$ cat src/rtl/gsm_at_resp_parser_pkg.sv
// Shared GSM link definitions: ASCII codes, line FSM encoding and default timeout.
// Imported by the response parser and its timeout timer.
package gsm_at_resp_parser_pkg;

  localparam logic [7:0] ASC_CR  = 8'h0D;
  localparam logic [7:0] ASC_LF  = 8'h0A;
  localparam logic [7:0] ASC_SP  = 8'h20;
  localparam logic [7:0] ASC_GT  = 8'h3E;
  localparam logic [7:0] ASC_MAX = 8'h7E;

  localparam int unsigned DEF_TIMEOUT_CYCLES = 50_000_000;

  localparam logic [15:0] STR_OK    = "OK";
  localparam logic [39:0] STR_ERROR = "ERROR";
  localparam logic [79:0] STR_CME   = "+CME ERROR";

  typedef enum logic {
    LINE_IDLE = 1'b0,
    LINE_FILL = 1'b1
  } line_state_e;

  function automatic logic is_printable(input logic [7:0] b);
    return (b >= ASC_SP) && (b <= ASC_MAX);
  endfunction

endpackage

$ cat src/rtl/at_timeout_timer.sv
// Response timeout: load on command sent, count down while busy, strobe expire once.
// A clear (terminating response) ends the wait without an expire strobe.
module at_timeout_timer
  import gsm_at_resp_parser_pkg::*;
#(
  parameter int unsigned TIMEOUT_CYCLES = DEF_TIMEOUT_CYCLES
) (
  input  logic clk,
  input  logic rst_n,
  input  logic load,
  input  logic clear,
  output logic busy,
  output logic expire
);

  localparam int unsigned CntW = $clog2(TIMEOUT_CYCLES + 1);
  // The load cycle itself counts, so expire lands TIMEOUT_CYCLES cycles after the load strobe.
  localparam logic [CntW-1:0] Reload = CntW'(TIMEOUT_CYCLES - 1);

  logic [CntW-1:0] cnt;

  always_ff @(posedge clk or negedge rst_n) begin
    if (!rst_n) begin
      cnt    <= '0;
      busy   <= 1'b0;
      expire <= 1'b0;
    end else begin
      expire <= 1'b0;
      if (load) begin
        busy <= 1'b1;
        cnt  <= Reload;
      end else if (clear) begin
        busy <= 1'b0;
        cnt  <= '0;
      end else if (busy) begin
        if (cnt <= CntW'(1)) begin
          busy   <= 1'b0;
          expire <= 1'b1;
          cnt    <= '0;
        end else begin
          cnt <= cnt - CntW'(1);
        end
      end
    end
  end

endmodule

$ cat src/rtl/gsm_at_resp_parser.sv
// Assembles CR/LF-terminated modem lines, classifies OK / ERROR / "> " prompt,
// and tracks the response timeout for the AT command sender.
module gsm_at_resp_parser
  import gsm_at_resp_parser_pkg::*;
#(
  parameter int unsigned LINE_CHARS     = 14,
  parameter int unsigned TIMEOUT_CYCLES = DEF_TIMEOUT_CYCLES
) (
  input  logic                    clk,
  input  logic                    rst_n,
  input  logic [7:0]              rx_data,
  input  logic                    rx_valid,
  input  logic                    cmd_sent,
  output logic [LINE_CHARS*8-1:0] line_text,
  output logic                    line_valid,
  output logic                    resp_ok,
  output logic                    resp_error,
  output logic                    resp_prompt,
  output logic                    resp_timeout,
  output logic                    busy,
  output logic                    overflow
);

  localparam int unsigned TextW = LINE_CHARS * 8;
  localparam int unsigned LenW  = $clog2(LINE_CHARS + 1);
  localparam logic [TextW-1:0] Blank   = {LINE_CHARS{ASC_SP}};
  localparam logic [LenW-1:0]  LenFull = LenW'(LINE_CHARS);

  line_state_e      state;
  logic [TextW-1:0] line_buf;
  logic [TextW-1:0] buf_app;
  logic [LenW-1:0]  len;
  logic             trunc;

  logic printable, is_term, is_prompt, is_append, is_drop;
  logic hit_ok, hit_err, resp_hit;

  // Buffer stays space-padded past len, so appending is a single byte write.
  always_comb begin
    buf_app = line_buf;
    for (int i = 0; i < LINE_CHARS; i++) begin
      if (len == LenW'(i)) buf_app[TextW-8-8*i +: 8] = rx_data;
    end
  end

  always_comb begin
    printable = is_printable(rx_data);
    is_term   = rx_valid && (rx_data == ASC_LF) && (state == LINE_FILL);
    is_prompt = rx_valid && (rx_data == ASC_SP) && (len == LenW'(1)) &&
                (line_buf[TextW-1 -: 8] == ASC_GT);
    is_append = rx_valid && printable && !is_prompt && (len != LenFull);
    is_drop   = rx_valid && printable && !is_prompt && (len == LenFull);
    hit_ok    = is_term && !trunc && (len == LenW'(2)) && (line_buf[TextW-1 -: 16] == STR_OK);
    hit_err   = is_term &&
                (((len == LenW'(5)) && (line_buf[TextW-1 -: 40] == STR_ERROR)) ||
                 ((len >= LenW'(10)) && (line_buf[TextW-1 -: 80] == STR_CME)));
    resp_hit  = hit_ok || hit_err || is_prompt;
  end

  always_ff @(posedge clk or negedge rst_n) begin
    if (!rst_n) begin
      state       <= LINE_IDLE;
      line_buf    <= Blank;
      len         <= '0;
      trunc       <= 1'b0;
      line_text   <= Blank;
      line_valid  <= 1'b0;
      resp_ok     <= 1'b0;
      resp_error  <= 1'b0;
      resp_prompt <= 1'b0;
      overflow    <= 1'b0;
    end else begin
      line_valid  <= 1'b0;
      resp_ok     <= 1'b0;
      resp_error  <= 1'b0;
      resp_prompt <= 1'b0;
      if (cmd_sent) overflow <= 1'b0;
      if (is_term || is_prompt) begin
        line_text   <= is_prompt ? buf_app : line_buf;
        line_valid  <= 1'b1;
        resp_ok     <= hit_ok;
        resp_error  <= hit_err;
        resp_prompt <= is_prompt;
        line_buf    <= Blank;
        len         <= '0;
        trunc       <= 1'b0;
        state       <= LINE_IDLE;
      end else if (is_append) begin
        line_buf <= buf_app;
        len      <= len + LenW'(1);
        state    <= LINE_FILL;
      end else if (is_drop) begin
        overflow <= 1'b1;
        trunc    <= 1'b1;
      end
    end
  end

  at_timeout_timer #(
    .TIMEOUT_CYCLES(TIMEOUT_CYCLES)
  ) u_timer (
    .clk   (clk),
    .rst_n (rst_n),
    .load  (cmd_sent),
    .clear (resp_hit),
    .busy  (busy),
    .expire(resp_timeout)
  );

endmodule

$ cat config.mk
export PLATFORM = sky130hd
export DESIGN_NAME = gsm_at_resp_parser
export DESIGN_NICKNAME = d
export VERILOG_FILES = /design/src/rtl/gsm_at_resp_parser_pkg.sv /design/src/rtl/at_timeout_timer.sv /design/src/rtl/gsm_at_resp_parser.sv
export SDC_FILE = /design/constraint.sdc
export NUM_CORES = 1
export LEC_CHECK = 0
export ABC_AREA = 1
export CORE_MARGIN = 5
export CORE_UTILIZATION = 50
export CTS_CLUSTER_DIAMETER = 30
export DETAILED_ROUTE_END_ITERATION = 6
export PLACE_DENSITY = 0.75
export SLEW_MARGIN = 20
export SYNTH_ARGS = -nofsm -noshare
export SYNTH_HDL_FRONTEND = slang
export SYNTH_HIERARCHICAL = 1
export SYNTH_SLANG_ARGS = --single-unit
$ cat constraint.sdc
create_clock -name clk -period 2.8 [get_ports clk]
set_clock_uncertainty 0.1 [all_clocks]
set_input_delay 0.7 -clock clk [delete_from_list [all_inputs] [get_ports clk]]
set_output_delay 0.7 -clock clk [all_outputs]
set_load 0.05 [all_outputs]
# After elaboration in Yosys (flattened, before gate mapping)
# Cells that the tools add are included.
[totals] reg_bits=263 mem_count=0 mem_bits_rw=0 out_inout_bits=119 rom_bits=0 latch_bits=0 input_bits=12 wordCells=112
[op_classes] n_reduce_logical=27 mul=0 n_lt_le_gt_ge=4 shifts=0 n_div=0 bitwise_logic=0 add_sub_neg=2 n_mux=44 n_eq_ne=22
[ops] cell="112-bit two-way mux" count=3
[ops] cell="8-bit two-way mux" count=14
[ops] cell="26-bit two-way mux" count=4
[ops] cell="80-bit by 78-bit == test with 1-bit output, second input constant" count=1
[ops] cell="40-bit by 39-bit == test with 1-bit output, second input constant" count=1
[ops] cell="4-bit == test, second input constant" count=7
[ops] cell="26-bit by 1-bit less-or-equal comparator with 1-bit output, second input constant" count=1
[ops] cell="26-bit by 1-bit subtractor with 26-bit output, second input constant" count=1
[ops] cell="1-bit two-way mux" count=21
[ops] cell="16-bit by 15-bit == test with 1-bit output, second input constant" count=1
[ops] cell="4-bit by 3-bit == test with 1-bit output, second input constant" count=4
[ops] cell="8-bit by 6-bit == test with 1-bit output, second input constant" count=2
[ops] cell="1-bit logical AND" count=16
[ops] cell="4-bit by 2-bit == test with 1-bit output, second input constant" count=2
[ops] cell="8-bit by 4-bit == test with 1-bit output, second input constant" count=1
[ops] cell="8-bit by 6-bit >= comparator with 1-bit output, second input constant" count=1
[ops] cell="8-bit by 7-bit less-or-equal comparator with 1-bit output, second input constant" count=1
[ops] cell="4-bit two-way mux" count=2
[ops] cell="4-bit by 1-bit adder with 4-bit output, second input constant" count=1
[ops] cell="4-bit by 1-bit == test with 1-bit output, second input constant" count=1
[ops] cell="4-bit >= comparator, second input constant" count=1
[ops] cell="4-bit zero test" count=1
[ops] cell="1-bit logical OR" count=4
[ops] cell="4-bit inequality test, second input constant" count=1
[ops] cell="5 further kinds" count=7

# Longest topological paths before layout
# Gate-level depths: netlist of the first run.
[depth] word_depth=10 ltp_mapped=17

# Cells and area by module
# Netlist of the first run, hierarchy kept.
[by_module_without_submodules] mod="gsm_at_resp_parser" seq_area_each_um2=5915.7 n_inst=1 cells_per_inst=1382 area_per_inst_um2=11349.6
[by_module_without_submodules] mod="at_timeout_timer" seq_area_each_um2=700.7 n_inst=1 cells_per_inst=257 area_per_inst_um2=2020.7

# Least setup slack after synthesis of the first run
# Ideal clock, no wire load.
[synth_path] path_type="input to register" startpoint="input port rx_data[2]" endpoint="register u_timer.cnt[0]" setup_time_ps=143 required_ps=2557 stages=12 arrival_ps=2377 setup_slack_ps=180 path_cell_list="nor2_1 > nand3_1 > nor3_1 > nand2_1 > inv_1 > buf_2 > nand2_1 > nand2_1 > buf_2 > nor3_4 > nor2_1 > a22oi_1"
[synth_between] elab_chain_cells=10
[synth_lines] item="start: declaration" line_no="gsm_at_resp_parser.sv:11" source="input logic [7:0] rx_data,"
[synth_lines] item="8-bit by 4-bit == test with 1-bit output" line_no="gsm_at_resp_parser.sv:48" source="is_term = rx_valid && (rx_data == ASC_LF) && (state == LINE_FILL);"
[synth_lines] item="1-bit logical AND (2 in series)" line_no="gsm_at_resp_parser.sv:48"
[synth_lines] item="1-bit logical AND (3 in series)" line_no="gsm_at_resp_parser.sv:53" source="hit_ok = is_term && !trunc && (len == LenW'(2)) && (line_buf[TextW-1 -: 16] == STR_OK);"
[synth_lines] item="1-bit logical OR" line_no="gsm_at_resp_parser.sv:57" source="resp_hit = hit_ok || hit_err || is_prompt;"
[synth_lines] item="1-bit logical OR (*)" line_no="gsm_at_resp_parser.sv:57"
[synth_lines] item="named net resp_hit" line_no="gsm_at_resp_parser.sv:36" source="logic hit_ok, hit_err, resp_hit;"
[synth_lines] item="26-bit two-way mux" line_no="at_timeout_timer.sv:32" source="end else if (clear) begin"
[synth_lines] item="26-bit two-way mux" line_no="at_timeout_timer.sv:29" source="if (load) begin"
[synth_lines] item="end signal: assignment" line_no="at_timeout_timer.sv:31" source="cnt <= Reload;"
[synth_lines] item="end signal: assignment" line_no="at_timeout_timer.sv:41" source="cnt <= cnt - CntW'(1);"
[synth_lines] item="end: declaration" line_no="at_timeout_timer.sv:20" source="logic [CntW-1:0] cnt;"
# Mark *: on every way through the listed nets, which the timed path passes. The rest lies on a longest branch.
# A chain may end at the register's enable or synchronous reset.

# Final worst setup path of the first run
[layout_path] startpoint="register line_text[5]" endpoint="output port line_text[5]"
[layout_lines] item="start: declaration" line_no="gsm_at_resp_parser.sv:14" source="output logic [LINE_CHARS*8-1:0] line_text,"
[layout_lines] item="start signal: assignment" line_no="gsm_at_resp_parser.sv:66" source="line_text <= Blank;"
[layout_lines] item="start signal: assignment" line_no="gsm_at_resp_parser.sv:79" source="line_text <= is_prompt ? buf_app : line_buf;"
# No word-level cell between the ends.

==> results of run 1 <==
[state kept, by name (all words and copies together) (netlist names)]
| register | flops |
|---|---|
| line_buf | 112 |
| line_text | 112 |
| u_timer/cnt | 26 |
| len | 4 |
| line_valid | 1 |
| overflow | 1 |
| resp_error | 1 |
| resp_ok | 1 |
| resp_prompt | 1 |
| state | 1 |
| trunc | 1 |
| u_timer/busy | 1 |
| u_timer/expire | 1 |
[kinds of logic (layout without fill, tap and decap cells)]
kind of cell             after synthesis  in the layout  synth area share (%)
AO/OA/AOI/OAI                        337            337                 13.40
XOR/XNOR                              19             19                 1.245
adder cells (fa/ha/maj)                6              6                0.5615
buffers and inverters                246            467                 9.414
flip-flops                           263            263                 49.49
AND/OR/NAND/NOR                      768            768                 25.89
[cell usage in the layout (no fill, tap or decap), types with 5 or more instances in the layout]
cell               n
nand2_1          376
dfrtp_1          235
nand3_1          192
o21ai_0          163
inv_1            148
nor2_1           130
clkdlybuf4s50_1  129
o21ai_1          128
clkbuf_16         60
buf_4             55
dfstp_2           28
a21oi_1           26
xor2_1            18
or2_2             17
buf_12            16
bufinv_16         15
nor2_2            10
clkinv_2           9
clkbuf_8           9
nor3_1             8
o21ai_2            8
nand4_1            7
clkinvlp_4         7
ha_1               6
o21bai_2           6
inv_2              5
nor2_4             5
clkinv_4           5
[power by group]
| group | internal [mW] | switching [mW] | total [mW] | leakage [nW] |
|---|---|---|---|---|
| logic | 1.13 | 2.02 | 3.15 | 3.63 |
| clock network | 5.51 | 2.23 | 7.74 | 1.09 |
| registers | 4.61 | 0.694 | 5.30 | 3.40 |
[layer usage]
metal / GRT usage, % / vias to the layer above
li1: - / 5694
met4: 8.713 / 0
met1: 34.64 / 5812
met2: 40.25 / 502
met5: 0 / -
met3: 5.016 / 101
[final timing paths]
kind	start	to	slack (ns)	depth (start not counted)
max in group asynchronous	rst_n	line_buf[45]	1.77	2
max	line_text[5]	line_text[5]	0.05	1
min	rst_n	line_text[73]	0.05	1
min in group clk	line_text[45]	line_text[45]	0.37	2
min reg2reg	line_text[45]	line_text[45]	0.37	2
max reg2reg	len[3]	u_timer/cnt[25]	0.30	15
[cell type report]
type	instances	area share, %
well taps	335	2.406
multi-input cells	1130	31.55
clock inverters	39	3.590
clock buffers	72	9.393
inverters	155	3.382
repair buffers	201	11.70
flip-flops and latches	263	37.97
==> results.md, run 1 <==
- Min Tclk post-route: 2.746 ns
- Ys Warns: 6
- Area Overhead vs Synth: 30.32%
- RSZ-0062 raised after global routing: false
- Vias in the first global route: 11939
- Largest net degree at the start of global routing: 80
- Worst EP arrival: 1.95 ns
- Port Buf Inserts: 130
- ANT cells: 0
- Status: finished clean
- Total grt overflow: 0
- CTS root buffer: clkbuf_16
- Top cell type's share of synthesized area: 43.98%
- RD Place Congestion: 0.8914
- Skew-Pair Late Insertion Delay: 0.57 ns
- Cell count after synthesis: 1639
- Detailed-route DRC error count: 0
- Max cap viols: 0
- Reg area: 6616 µm²
- Clock buffer count from CTS: 60
- Initial DRC count: 1138
- #FFs+latches synth: 263
- Area of the die: 30110 µm²
- Mean post-synth cell area: 8.158 µm²
- Post-route design area: 17420 µm²
- Util after Layout: 66.49%
- Hold WC Path Type: in -> async
- Final setup fails: 0
- Ys async rst share: 100.0%
- Area leader, netlist: dfrtp_1
- Post-cts sizing count: 0
- Post-DP Area: 15160 µm²
- Slew Limit Fails: 0
- Metal3 WL: 3060 µm
- Die width: 173.5 µm
- CP Cell Sequence: clkdlybuf4s50_1
- Worst hold margin: 0.05413 ns
- Dpl hpwl: 25220 µm
- Antenna viol nets, final: 0
- Worst-path clk slew: 0.05 ns
- Drt wl/cell: 17.63 µm
- Pwr Density: 929.6 nW/µm²
- Highest metal used: met4
- Worst-case clock buffer depth: 3
- Vias post-DR: 12109
- Syn nets: 1657
- DRT met1 WL: 16410 µm
- Top-count cell post-synth: nand2_1
- Slew @ Worst Pin: 0.6687 ns
- Ys flop type: dfrtp_1
- Pre-CTS WS: -0.2230 ns
- Via density per instance: 5.517
- Fill count: 2087
- Leak: 8.113 nW
- CP max stage cell: clkdlybuf4s50_1
- Post-synth EDFFs: 0
- Crit path capture type: primary output
- IO Count: 131
- Routed wire length: 38710 µm
- WP data required: 2.00 ns
- CTS tree: yes
- Share of layout cells above drive strength 1: 15.27%
- CP Class: reg -> out
- Initial antenna violation count: 0
- First-pass GRT wire length: 62640 µm
- Row Count: 59
- Final hold violation count: 0
- Clock sink count: 263
- Initial Utilization: 51.02%
- Commonest cells post-synth: nand2_1, dfrtp_1, nand3_1, o21ai_0, inv_1
- All-layer global routing usage: 25.22%
- Final setup margin: 0.05420 ns
- Hold Buf Count CTS: 0
- Nets@finish: 1829
- Fmax achieved: 0.3642 GHz
- Worst setup SP type: flop
- CP delay by family, top: buffers and inverters
- Placed Cells: 2084
- Register area share after synthesis: 49.49%
- Setup Fix Bufs, Post-CTS: 0
- Buffers & Inverters on Critical Path: 1
- Total power: 16.20 mW
- Htree depth: 2
- Initial DRT Pass Iterations: 6
- Die height: 173.5 µm
- Final worst-path cycle share: 98.06%
- Core Footprint: 26210 µm²
- Multi-input logic area: 5498 µm²
- Mapped Area: 13370 µm²
- Wire length on met2: 17940 µm
- Netlist cell types: 41
- VDD IR max: 0.0005104 V
- Setup TNS: 0 ns
- Synth area leaders: dfrtp_1, nand2_1, nand3_1
- Crit-path max cell delay: 0.82 ns
- Finished Layout Cells: 2195
- CP max FO: 2
- Worst relative slew slack: 55.42%
No activity file was read; power rests on OpenSTA's default activity.
==> run 2, diff against run 1 <==
--- a/config.mk
+++ b/config.mk
@@ -16,3 +16,4 @@
 export SYNTH_HDL_FRONTEND = slang
 export SYNTH_HIERARCHICAL = 1
 export SYNTH_SLANG_ARGS = --single-unit
+export TNS_END_PERCENT = 20
==> results of run 2 <==
No change in the layout: final DEF, timing and power equal those of run 1.
